File: src/rtl/codec_sample_capture_pkg.sv
// Shared constants and helpers for the codec record-side capture path.
package codec_sample_capture_pkg;

    localparam int         CODEC_SAMPLE_WIDTH = 18;
    localparam logic [7:0] DROP_MAX           = 8'hFF;

    function automatic logic [7:0] sat_inc(input logic [7:0] v);
        return (v == DROP_MAX) ? v : v + 8'd1;
    endfunction

endpackage

File: src/rtl/codec_sample_capture_sample_fifo.sv
// Small power-of-two FIFO for captured codec samples.
// A pop frees a slot in the same cycle, so a full FIFO can accept a push.
module codec_sample_capture_sample_fifo #(
    parameter int WIDTH = 18,
    parameter int DEPTH = 4
) (
    input  logic             clk,
    input  logic             reset,
    input  logic             push_req,
    input  logic             pop_req,
    input  logic [WIDTH-1:0] wr_data,
    output logic [WIDTH-1:0] rd_data,
    output logic             empty,
    output logic             full,
    output logic             push_dropped
);

    localparam int AW = (DEPTH > 1) ? $clog2(DEPTH) : 1;
    localparam int CW = $clog2(DEPTH + 1);
    localparam logic [CW-1:0] FULL_CNT = CW'(DEPTH);

    logic [WIDTH-1:0] mem [DEPTH];
    logic [AW-1:0]    wr_ptr;
    logic [AW-1:0]    rd_ptr;
    logic [CW-1:0]    count;
    logic             push;
    logic             pop;

    assign empty        = (count == '0);
    assign full         = (count == FULL_CNT);
    assign pop          = pop_req & ~empty;
    assign push         = push_req & (~full | pop);
    assign push_dropped = push_req & full & ~pop;
    assign rd_data      = mem[rd_ptr];

    always_ff @(posedge clk or posedge reset) begin
        if (reset) begin
            wr_ptr <= '0;
            rd_ptr <= '0;
            count  <= '0;
        end else begin
            if (push) wr_ptr <= wr_ptr + AW'(1);
            if (pop)  rd_ptr <= rd_ptr + AW'(1);
            case ({push, pop})
                2'b10:   count <= count + CW'(1);
                2'b01:   count <= count - CW'(1);
                default: count <= count;
            endcase
        end
    end

    // Storage needs no reset: count gates every read.
    always_ff @(posedge clk) begin
        if (push) mem[wr_ptr] <= wr_data;
    end

endmodule

File: src/rtl/codec_sample_capture.sv
// Latches one ADC sample per codec frame and buffers it for the system side.
module codec_sample_capture
    import codec_sample_capture_pkg::*;
#(
    parameter int WIDTH = CODEC_SAMPLE_WIDTH,
    parameter int DEPTH = 4
) (
    input  logic             clk,
    input  logic             reset,
    input  logic             new_frame,
    input  logic [WIDTH-1:0] codec_sample,
    output logic [WIDTH-1:0] sample_out,
    output logic             sample_valid,
    input  logic             sample_ack,
    output logic             overflow,
    input  logic             clear_overflow,
    output logic [7:0]       drop_count
);

    logic             prev_frame;
    logic             capture;
    logic             fifo_empty;
    logic             fifo_full;
    logic             dropped;
    logic [WIDTH-1:0] fifo_data;

    // prev_frame resets high so a frame already in progress is skipped.
    always_ff @(posedge clk or posedge reset) begin
        if (reset) prev_frame <= 1'b1;
        else       prev_frame <= new_frame;
    end

    assign capture = new_frame & ~prev_frame;

    codec_sample_capture_sample_fifo #(
        .WIDTH (WIDTH),
        .DEPTH (DEPTH)
    ) u_fifo (
        .clk          (clk),
        .reset        (reset),
        .push_req     (capture),
        .pop_req      (sample_ack),
        .wr_data      (codec_sample),
        .rd_data      (fifo_data),
        .empty        (fifo_empty),
        .full         (fifo_full),
        .push_dropped (dropped)
    );

    // A drop outranks a simultaneous clear.
    always_ff @(posedge clk or posedge reset) begin
        if (reset) begin
            overflow   <= 1'b0;
            drop_count <= 8'd0;
        end else if (dropped) begin
            overflow   <= 1'b1;
            drop_count <= clear_overflow ? 8'd1 : sat_inc(drop_count);
        end else if (clear_overflow) begin
            overflow   <= 1'b0;
            drop_count <= 8'd0;
        end
    end

    assign sample_valid = ~fifo_empty;
    assign sample_out   = fifo_empty ? '0 : fifo_data;

endmodule

File: config.mk
export PLATFORM = sky130hd
export DESIGN_NAME = codec_sample_capture
export DESIGN_NICKNAME = d
export VERILOG_FILES = /design/src/rtl/codec_sample_capture_pkg.sv /design/src/rtl/codec_sample_capture_sample_fifo.sv /design/src/rtl/codec_sample_capture.sv
export SDC_FILE = /design/constraint.sdc
export NUM_CORES = 1
export LEC_CHECK = 0
export BUFFER_PORTS_ARGS = -buffer_cell sky130_fd_sc_hd__buf_2
export CAP_MARGIN = 20
export CELL_PAD_IN_SITES_DETAIL_PLACEMENT = 0
export CELL_PAD_IN_SITES_GLOBAL_PLACEMENT = 2
export CORE_MARGIN = 2
export CORE_UTILIZATION = 45
export DETAILED_ROUTE_END_ITERATION = 16
export PLACE_DENSITY = 0.85
export SETUP_SLACK_MARGIN = 0.4
export SYNTH_ARGS = -nofsm -noshare
export SYNTH_HDL_FRONTEND = slang
export SYNTH_SLANG_ARGS = --single-unit
File: constraint.sdc
create_clock -name clk -period 6.7 [get_ports clk]
set_input_delay 0.67 -clock clk [delete_from_list [all_inputs] [get_ports clk]]
set_output_delay 0.67 -clock clk [all_outputs]
set_load 0.03 [all_outputs]
==> results of run 1 <==
-- state kept, by name, indices dropped and copies added, names as in the netlist --
name	cells
drop_count	8
u_fifo.rd_ptr	2
u_fifo.mem	72
u_fifo.wr_ptr	2
overflow	1
u_fifo.count	3
prev_frame	1
-- critical path, delay by kind of cell (launching register included) --
family | cells | cell delay, ps
buffers and inverters | 2 | 540
flip-flops | 1 | 610
multiplexers | 1 | 520
AND/OR/NAND/NOR | 1 | 180
-- power groups by stage --
| stage | combinational (mW) | sequential (mW) | clock [mW] |
|---|---|---|---|
| after global placement | 0.585 | 0.742 | 0 |
| after global routing | 0.632 | 0.741 | 0.414 |
| after floorplan | 0.473 | 0.704 | 0 |
| after detailed placement | 0.586 | 0.745 | 0 |
| final | 0.576 | 0.729 | 0.385 |
| after CTS | 0.588 | 0.732 | 0.393 |
-- final cells by class --
| cell class | instances | area [sq um] |
|---|---|---|
| fill | 650 | 3560 |
| sequential | 89 | 2590 |
| multi-input combinational | 104 | 995 |
| timing repair buffer | 51 | 258 |
| tap | 102 | 128 |
| clock buffer | 9 | 124 |
| clock inverter | 6 | 83.8 |
| inverter | 8 | 30.0 |
-- cell families (layout without fill, tap and decap cells) --
family / Yosys count / count (layout) / synth area share
flops: 89 / 89 / 0.710
simple gates: 55 / 55 / 0.0886
mux: 20 / 20 / 0.117
buf+inv: 16 / 74 / 0.0168
compound gates: 15 / 15 / 0.0247
fa+ha+maj: 7 / 7 / 0.0261
xor+xnor: 7 / 7 / 0.0168
-- layout by cell type, fill, tap and decap left out, types with 5 or more instances in the layout --
master,n
buf_2,50
clkbuf_8,9
dfrtp_1,16
a21oi_1,6
mux4_2,18
inv_1,8
nand2_1,5
edfxtp_1,72
ha_1,6
and2_1,23
nand3_1,5
nor2_1,6
-- stage by stage --
stage                util  instances  power, mW  area [sq um]  hold slack [ps]
global route        0.542        369       1.79          4210              405
CTS                 0.542        369       1.71          4210              412
global placement    0.515        354       1.33          4000              495
finish              0.542        369       1.69          4210              399
floorplan               -        209       1.18          3640              447
detailed placement  0.515        354       1.33          4000              485
-- routing by layer --
metal / wire length (um) / vias to the layer above
li1: - / 905
met1: 2610 / 946
met2: 2980 / 43
met3: 306 / 9
met4: 97 / 0
met5: 0 / -
-- worst max-delay path by stage --
stage                          start              end  slack, ps  cells past startpoint
finish              u_fifo.rd_ptr[0]   sample_out[13]       3820                      4
global route        u_fifo.rd_ptr[0]   sample_out[15]       3630                      4
CTS                 u_fifo.rd_ptr[0]   sample_out[13]       3750                      4
detailed placement        sample_ack  u_fifo.count[2]       4000                     10
global placement          sample_ack  u_fifo.count[2]       4060                     10
floorplan                 sample_ack  u_fifo.count[2]       4140                     10
==> summary.md, run 1 <==
| Metric | Value |
|---|---|
| Final hold violation count | 0 |
| FF-to-FF path depth | 9 |
| Most frequent cells after synthesis | 72 x edfxtp_1, 23 x and2_1, 18 x mux4_2 |
| Max_cap viols | 0 |
| P_leak | 1.54 nW |
| Clock Tree Buf Depth | 2 |
| Seq/Total Area, Yosys | 0.710 |
| Post-CTS setup buffers | 0 |
| Die H | 94.0 um |
| Met1 Use GR | 0.190 |
| Met3 Track Usage GR | 0.0490 |
| Crit. End Element | primary output |
| Psw | 0.571 mW |
| Main synth FF type | edfxtp_1 |
| R2R Setup Slk | 4290 ps |
| Largest area contributor in the netlist | edfxtp_1 |
| Cell Area, Synth | 3640 sq um |
| Synth-to-layout area growth | 15.4% |
| First DRT Iteration DRCs | 72 |
| Synth async-reset ratio | 0.191 |
| Worst Tran Pin Value | 949 ps |
| Comb pwr share | 0.341 |
| Vias per std cell | 5.16 |
| Fraction of layout cells with a size suffix above 1 | 0.326 |
| ANT nets after route | 0 |
| Skew-Pair Late Insertion Delay | 350 ps |
| Total grt overflow | 0 |
| RSZ-0062 raised after global routing | false |
| Final RePlAce weighted congestion | 0.790 |
| Die X | 94.0 um |
| Yosys top cell area share | 0.593 |
| Post-synthesis cell count | 209 |
| Syn avg cell area | 17.4 sq um |
| Min-delay worst type | in -> async |
| Drt wl/cell | 16.3 um |
| Core area | 7770 sq um |
| Total GRT Usage | 0.151 |
| Seq pwr share | 0.431 |
| Setup TNS | 0 ps |
| # setup viols final | 0 |
| Distinct cell type count after synthesis | 33 |
| Clock power share | 0.228 |
| Max IR drop VDD | 0.000236 V |
| Antenna fix cells | 0 |
| Synth warn | 0 |
| Crit path max-delay cell type | dfrtp_1 |
| Buffers on Ports | 50 |
| Floorplan row count | 32 |
| Worst EP required | 6030 ps |
| Reg clk slew, reported paths | 80 ps |
| Slew Limit Fails | 0 |
| CP startpoint kind | flop |
| Inserted Clock Buffers | 9 |
| Kind of critical path | reg -> out |
| Die Area | 8840 sq um |
| Pwr dens | 402 nW/um^2 |
| First-pass GRT wire length | 9.65 mm |
| Slew headroom | 0.367 |
| Post-layout minimum cycle time | 2880 ps |
| Busiest grt layer | met2 |
| Vias in the first global route | 1,912 |
| Final Cycle Share | 0.430 |
| Int Power | 1.12 mW |
| Most frequent cell after synthesis | edfxtp_1 |
| Grt met2 use | 0.248 |
| Worst Skew | 8.66 ps |
| Largest net degree at the start of global routing | 21 |
| Largest stage delay on the critical path | 610 ps |
| F_max | 347 MHz |
| Initial DRT Pass Iterations | 4 |
| Clock sinks | 89 |
| CP Cell Sequence | buf_4 -> mux4_2 -> and2_1 -> buf_2 |
| Final #Nets | 293 |
| Boundary Pins | 51 |
| Switching share of power | 0.338 |
| Synth top area cells | edfxtp_1 59%, mux4_2 11%, dfrtp_1 11% |
| Dpl hpwl | 3.76 mm |
| EDFF count, synth | 72 |
| Reg2reg start | u_fifo.count[0] |
| Root buffer cell | clkbuf_8 |
| PostCTS Resize Cnt | 0 |
| Initial antenna violation count | 0 |
| Dpl ws | 4000 ps |
| WP data arrival | 2210 ps |
| Initial core utilization | 0.469 |
| RR Endpoint | u_fifo.count[2] |
| WL final | 6.00 mm |
| Via count | 1,903 |
| Synth Net Count | 239 |
| Status | completed |
| Residual DRC count | 0 |
| CTS tree | built |
| Crit Path Max Fanout | 13 |
| #FFs+latches synth | 89 |
| Hold_buf cts | 0 |
| CTS H-tree depth | 3 |
| Slack of the critical path | 3820 ps |
No activity file was read; power rests on OpenSTA's default activity.
==> run 2, diff against run 1 <==
Settings changed: CORE_UTILIZATION 45 to 37, PLACE_DENSITY 0.85 to 0.75.
Clock period 6.7 ns to 2.5 ns, I/O delays scaled along.
==> summary.md, run 2 (synthesized netlist as in run 1, its figures left out) <==
| Metric | Value |
|---|---|
| Non-filler cells, final | 412 (was 369) |
| Die X | 103 um (was 94.0 um) |
| Largest net degree at the start of global routing | 20 (was 21) |
| Max_cap viols | 0 (unchanged) |
| Die Area | 10,700 sq um (was 8840 sq um) |
| Crit Path Max Fanout | 19 (was 13) |
| ANT nets after route | 0 (unchanged) |
| Via count | 1,939 (was 1,903) |
| Crit. End Element | primary output (unchanged) |
| WP data arrival | 1900 ps (was 2210 ps) |
| Antenna fix cells | 0 (unchanged) |
| Root buffer cell | clkbuf_8 (unchanged) |
| Final RePlAce weighted congestion | 0.770 (was 0.790) |
| Biggest register | u_fifo.mem (unchanged) |
| First DRT Iteration DRCs | 81 (was 72) |
| Final Cycle Share | 0.859 |
| Slack of the critical path | 352 ps (was 3820 ps) |
| Utilization after layout | 0.450 (was 0.542) |
| Residual DRC count | 0 (unchanged) |
| RSZ-0062 raised after global routing | true (was false) |
| CTS tree | built (unchanged) |
| Skew-Pair Late Insertion Delay | 350 ps (about the same) |
| Post-layout minimum cycle time | 2150 ps |
| Reg clk slew, reported paths | 100 ps (was 80 ps) |
| Cell area after layout | 4360 sq um (was 4210 sq um) |
| Final Power | 4.61 mW (was 1.69 mW) |
| Min-delay worst type | in -> async (unchanged) |
| Synth-to-layout area growth | 19.6% (was 15.4%) |
| Final #Nets | 304 (was 293) |
| Hold WS | -10.8 ps (was 399 ps) |
| Slew Limit Fails | 0 (unchanged) |
| P_leak | 1.60 nW (was 1.54 nW) |
| Drt wl/cell | 15.3 um (was 16.3 um) |
| Fraction of layout cells with a size suffix above 1 | 0.394 (was 0.326) |
| Final hold violation count | 6 (was 0) |
| Total GRT Usage | 0.127 (was 0.151) |
| Initial antenna violation count | 0 (unchanged) |
| Initial DRT Pass Iterations | 4 (unchanged) |
| Worst Skew | 15.0 ps (was 8.66 ps) |
| Hold_buf cts | 0 (unchanged) |
| Vias in the first global route | 1,979 (was 1,912) |
| Pwr dens | 1060 nW/um^2 (was 402 nW/um^2) |
| Max IR drop VDD | 0.000349 V (was 0.000236 V) |
| Floorplan row count | 36 (was 32) |
| Status | finished with violations (was completed) |
| Worst Tran Pin Value | 694 ps (was 949 ps) |
| Total grt overflow | 0 (unchanged) |
| WL final | 6.32 mm (was 6.00 mm) |
| # setup viols final | 0 (unchanged) |
| F_max | 465 MHz |
| Violated checks | hold timing |
| Clock sinks | 89 (unchanged) |
| Buffers on Ports | 50 (unchanged) |
| Boundary Pins | 51 (unchanged) |
| Worst EP required | 2250 ps (was 6030 ps) |
| Dpl ws | 190 ps (was 4000 ps) |
| Cells after DPL | 389 (was 354) |
| Vias per std cell | 4.71 (was 5.16) |
| Kind of critical path | reg -> out (unchanged) |
| Dpl hpwl | 4.20 mm (was 3.76 mm) |
| Core area | 9680 sq um (was 7770 sq um) |
| Setup TNS | 0 ps (unchanged) |
| Die H | 103 um (was 94.0 um) |
| Slew headroom | 0.537 (was 0.367) |
| Most frequent cells in the layout | 72 x edfxtp_1, 50 x buf_2, 19 x and2_1, 18 x mux4_2, 15 x dfrtp_1 (was 72 x edfxtp_1, 50 x buf_2, 23 x and2_1, 18 x mux4_2, 16 x dfrtp_1) |
| CP startpoint kind | flop (unchanged) |
| First-pass GRT wire length | 9.91 mm (was 9.65 mm) |
| CTS H-tree depth | 3 (unchanged) |
| Initial core utilization | 0.376 (was 0.469) |
| Max reg flops | 72 (unchanged) |
| Clock Tree Buf Depth | 2 (unchanged) |
| Commonest non-fill, non-tap cell in the layout | edfxtp_1 (unchanged) |
| Inserted Clock Buffers | 9 (unchanged) |
| Top flop regs | u_fifo.mem x72, drop_count x8, u_fifo.count x3 (unchanged) |
| Post-DP Area | 4070 sq um (was 4000 sq um) |
[run 2: metal layers]
| layer | track usage | vias to the layer above | routed length, um |
|---|---|---|---|
| met3 | 0.0316 | 6 | 222 |
| met1 | 0.153 | 970 | 2840 |
| met2 | 0.226 | 39 | 3190 |
| met5 | 0 | - | 0 |
| met4 | 0.0395 | 0 | 62 |
| li1 | - | 924 | - |
[run 2: worst paths after layout]
path,from,to,slack (ps),depth (start not counted)
worst max-delay path,u_fifo.count[1],sample_out[5],350,6
worst min-delay path,reset,drop_count[4],-10,2
worst max register to register,u_fifo.count[1],u_fifo.count[2],380,10
worst min register to register,u_fifo.count[2],u_fifo.count[2],490,1
max in group asynchronous,reset,u_fifo.rd_ptr[1],2010,2
min in group clk,new_frame,prev_frame,20,1
[run 2: what timing repair did]
item / CTS / global route
buffers inserted: 5 / 2
pin swaps: 3 / 4
resized for setup: 6 / 5
endpoints found under the setup margin: 69 / 56
[run 2: cell type report]
| class | instances | area [sq um] |
|---|---|---|
| Clock inverter | 7 | 80.1 |
| Sequential cell | 89 | 2590 |
| Fill cell | 865 | 5320 |
| Inverter | 8 | 30.0 |
| Clock buffer | 9 | 124 |
| Timing Repair Buffer | 62 | 348 |
| Tap cell | 133 | 166 |
| Multi-Input combinational cell | 104 | 1020 |
[run 2: worst max-delay path, stage by stage, from the launching register on]
cell and delay, ps:
dfrtp_1 390, buf_4 130, buf_4 120, or3_1 350, buf_4 210, and2_1 160, buf_2 170
[run 2: where the power goes]
part	switching [mW]	internal (mW)	leakage, nW	total (mW)
clock	0.512	0.472	0.103	0.984
combinational	0.984	0.743	0.631	1.73
sequential	0.0954	1.80	0.871	1.89
total	1.59	3.01	1.60	4.61
==> run 3, diff against run 2 <==
Settings changed: BUFFER_PORTS_ARGS -buffer_cell sky130_fd_sc_hd__buf_2 to -buffer_cell sky130_fd_sc_hd__clkbuf_2.
==> summary.md, run 3 (synthesized netlist as in run 1, its figures left out) <==
| Metric | Value |
|---|---|
| Status | completed (was finished with violations) |
| # setup viols final | 0 (unchanged) |
| Biggest register | u_fifo.mem (unchanged) |
| Commonest non-fill, non-tap cell in the layout | edfxtp_1 (unchanged) |
| Die X | 103 um (unchanged) |
| Core area | 9680 sq um (unchanged) |
| Reg clk slew, reported paths | 90 ps (was 100 ps) |
| WL final | 6.56 mm (was 6.32 mm) |
| Worst Tran Pin Value | 698 ps (was 694 ps) |
| Clock power share | 0.226 (was 0.214) |
| Final hold violation count | 0 (was 6) |
| Cells after DPL | 389 (unchanged) |
| Boundary Pins | 51 (unchanged) |
| Most frequent cells in the layout | 72 x edfxtp_1, 32 x clkbuf_2, 18 x mux4_2, 16 x buf_6 (was 72 x edfxtp_1, 50 x buf_2, 19 x and2_1, 18 x mux4_2, 15 x dfrtp_1) |
| Switching share of power | 0.320 (was 0.346) |
| Post-layout minimum cycle time | 2110 ps (was 2150 ps) |
| First DRT Iteration DRCs | 78 (was 81) |
| Top Metal Used | met4 (unchanged) |
| Seq pwr share | 0.366 (was 0.411) |
| Dpl hpwl | 4.27 mm (was 4.20 mm) |
| Register area | 2590 sq um (about the same) |
| Crit. End Element | flop (was primary output) |
| Dpl ws | 199 ps (was 190 ps) |
| Setup TNS | 0 ps (unchanged) |
| Crit Path Max Fanout | 3 (was 19) |
| Top flop regs | u_fifo.mem x72, drop_count x8, u_fifo.count x3 (unchanged) |
| CTS H-tree depth | 3 (unchanged) |
| ANT nets after route | 0 (unchanged) |
| F_max | 473 MHz (was 465 MHz) |
| Post-DP Area | 4070 sq um (unchanged) |
| Kind of critical path | reg -> reg (was reg -> out) |
| P_leak | 1.69 nW (was 1.60 nW) |
| WP data arrival | 2390 ps (was 1900 ps) |
| Buffers on Ports | 50 (unchanged) |
| Total GRT Usage | 0.131 (was 0.127) |
| Pwr dens | 1140 nW/um^2 (was 1060 nW/um^2) |
| CP startpoint kind | flop (unchanged) |
| R2R Setup Slk | 390 ps (was 380 ps) |
| Clock sinks | 89 (unchanged) |
| Slack of the critical path | 387 ps (was 352 ps) |
| Wl on met1 | 2.81 mm (was 2.84 mm) |
| Max IR drop VDD | 0.000426 V (was 0.000349 V) |
| Cell area after layout | 4590 sq um (was 4360 sq um) |
| Vias in the first global route | 2,030 (was 1,979) |
| Hold WS | 122 ps (was -10.8 ps) |
| Die H | 103 um (unchanged) |
| Psw | 1.67 mW (was 1.59 mW) |
| WL met3 | 263 um (was 222 um) |
| Residual DRC count | 0 (unchanged) |
| Root buffer cell | clkbuf_8 (unchanged) |
| Non-filler cells, final | 414 (was 412) |
| Max reg flops | 72 (unchanged) |
| Max_cap viols | 0 (unchanged) |
| Floorplan row count | 36 (unchanged) |
| Antenna fix cells | 0 (unchanged) |
| RSZ-0062 raised after global routing | true (unchanged) |
| Clock Tree Buf Depth | 2 (unchanged) |
| Initial DRT Pass Iterations | 4 (unchanged) |
| Slew headroom | 0.534 (was 0.537) |
| Min-delay worst type | in -> reg (was in -> async) |
| Int Power | 3.54 mW (was 3.01 mW) |
| Comb pwr share | 0.409 (was 0.375) |
| Skew-Pair Late Insertion Delay | 350 ps (about the same) |
| Multi-input gate area | 1050 sq um (was 1020 sq um) |
| Number of fill cells | 843 (was 865) |
| Die Area | 10,700 sq um (unchanged) |
| CTS tree | built (unchanged) |
| Final RePlAce weighted congestion | 0.748 (was 0.770) |
| Slew Limit Fails | 0 (unchanged) |
| Inserted Clock Buffers | 9 (unchanged) |
| Synth-to-layout area growth | 25.9% (was 19.6%) |
| Routed wl met2 | 3.41 mm (was 3.19 mm) |
| Drt wl/cell | 15.8 um (was 15.3 um) |
| First-pass GRT wire length | 10.2 mm (was 9.91 mm) |
| Final Cycle Share | 0.845 (was 0.859) |
| Worst Skew | 11.5 ps (was 15.0 ps) |
| Final #Nets | 307 (was 304) |
| Initial core utilization | 0.376 (unchanged) |
| Fraction of layout cells with a size suffix above 1 | 0.427 (was 0.394) |
| Largest net degree at the start of global routing | 20 (unchanged) |
| Via count | 1,971 (was 1,939) |
| Initial antenna violation count | 0 (unchanged) |
| Total grt overflow | 0 (unchanged) |
| Vias per std cell | 4.76 (was 4.71) |
| Worst EP required | 2780 ps (was 2250 ps) |
[run 3: through the flow]
stage                      util  power, mW
final                     0.474       5.21
after floorplan               -       3.16
after global placement    0.421       3.61
after detailed placement  0.421       3.63
after global routing      0.474       5.50
after CTS                 0.454       4.85
[run 3: worst max-delay path, stage by stage, from the launching register on]
cell and delay, ps:
dfrtp_1 420, or4b_4 500, nor2b_4 150, inv_2 70, ha_4 130, inv_2 30, fa_2 330, xor2_1 150
nor2_1 120, xor2_1 140
[run 3: path summary, 6_finish.rpt]
path / from / endpoint / cells after the start
max: u_fifo.count[0] / u_fifo.count[2] / 9
min: codec_sample[6] / u_fifo.mem[3][6] / 1
max reg2reg: u_fifo.count[0] / u_fifo.count[2] / 9
min reg2reg: u_fifo.count[2] / u_fifo.count[2] / 1
max in group asynchronous: reset / u_fifo.rd_ptr[1] / 3
min in group asynchronous: reset / drop_count[6] / 3
[run 3: power by group through the flow]
stage,combinational (mW),sequential (mW),clock [mW]
global placement,1.69,1.92,0
floorplan,1.27,1.89,0
finish,2.13,1.91,1.18
CTS,1.76,1.90,1.20
detailed placement,1.70,1.93,0
global route,2.30,1.93,1.26
[run 3: routing by layer]
metal | up-vias | GRT usage
li1 | 929 | -
met1 | 987 | 0.157
met2 | 46 | 0.233
met3 | 9 | 0.0349
met4 | 0 | 0.0395
met5 | - | 0
[run 3: what timing repair did]
action / in CTS / in global routing
hold buffers: 2 / 0
setup endpoints to repair: 69 / 40
gates cloned: 0 / 1
pin swaps: 3 / 5
endpoints found under the hold margin: 12 / 0
setup buffers: 5 / 2
gates resized for setup: 8 / 84
[run 3: area by class of cell]
| type | count | area share |
|---|---|---|
| Sequential cell | 89 | 0.565 |
| Clock buffer | 9 | 0.0270 |
| Tap cell | 133 | 0.0363 |
| Timing Repair Buffer | 65 | 0.112 |
| Multi-Input combinational cell | 104 | 0.229 |
| Clock inverter | 6 | 0.0251 |
| Inverter | 8 | 0.00654 |
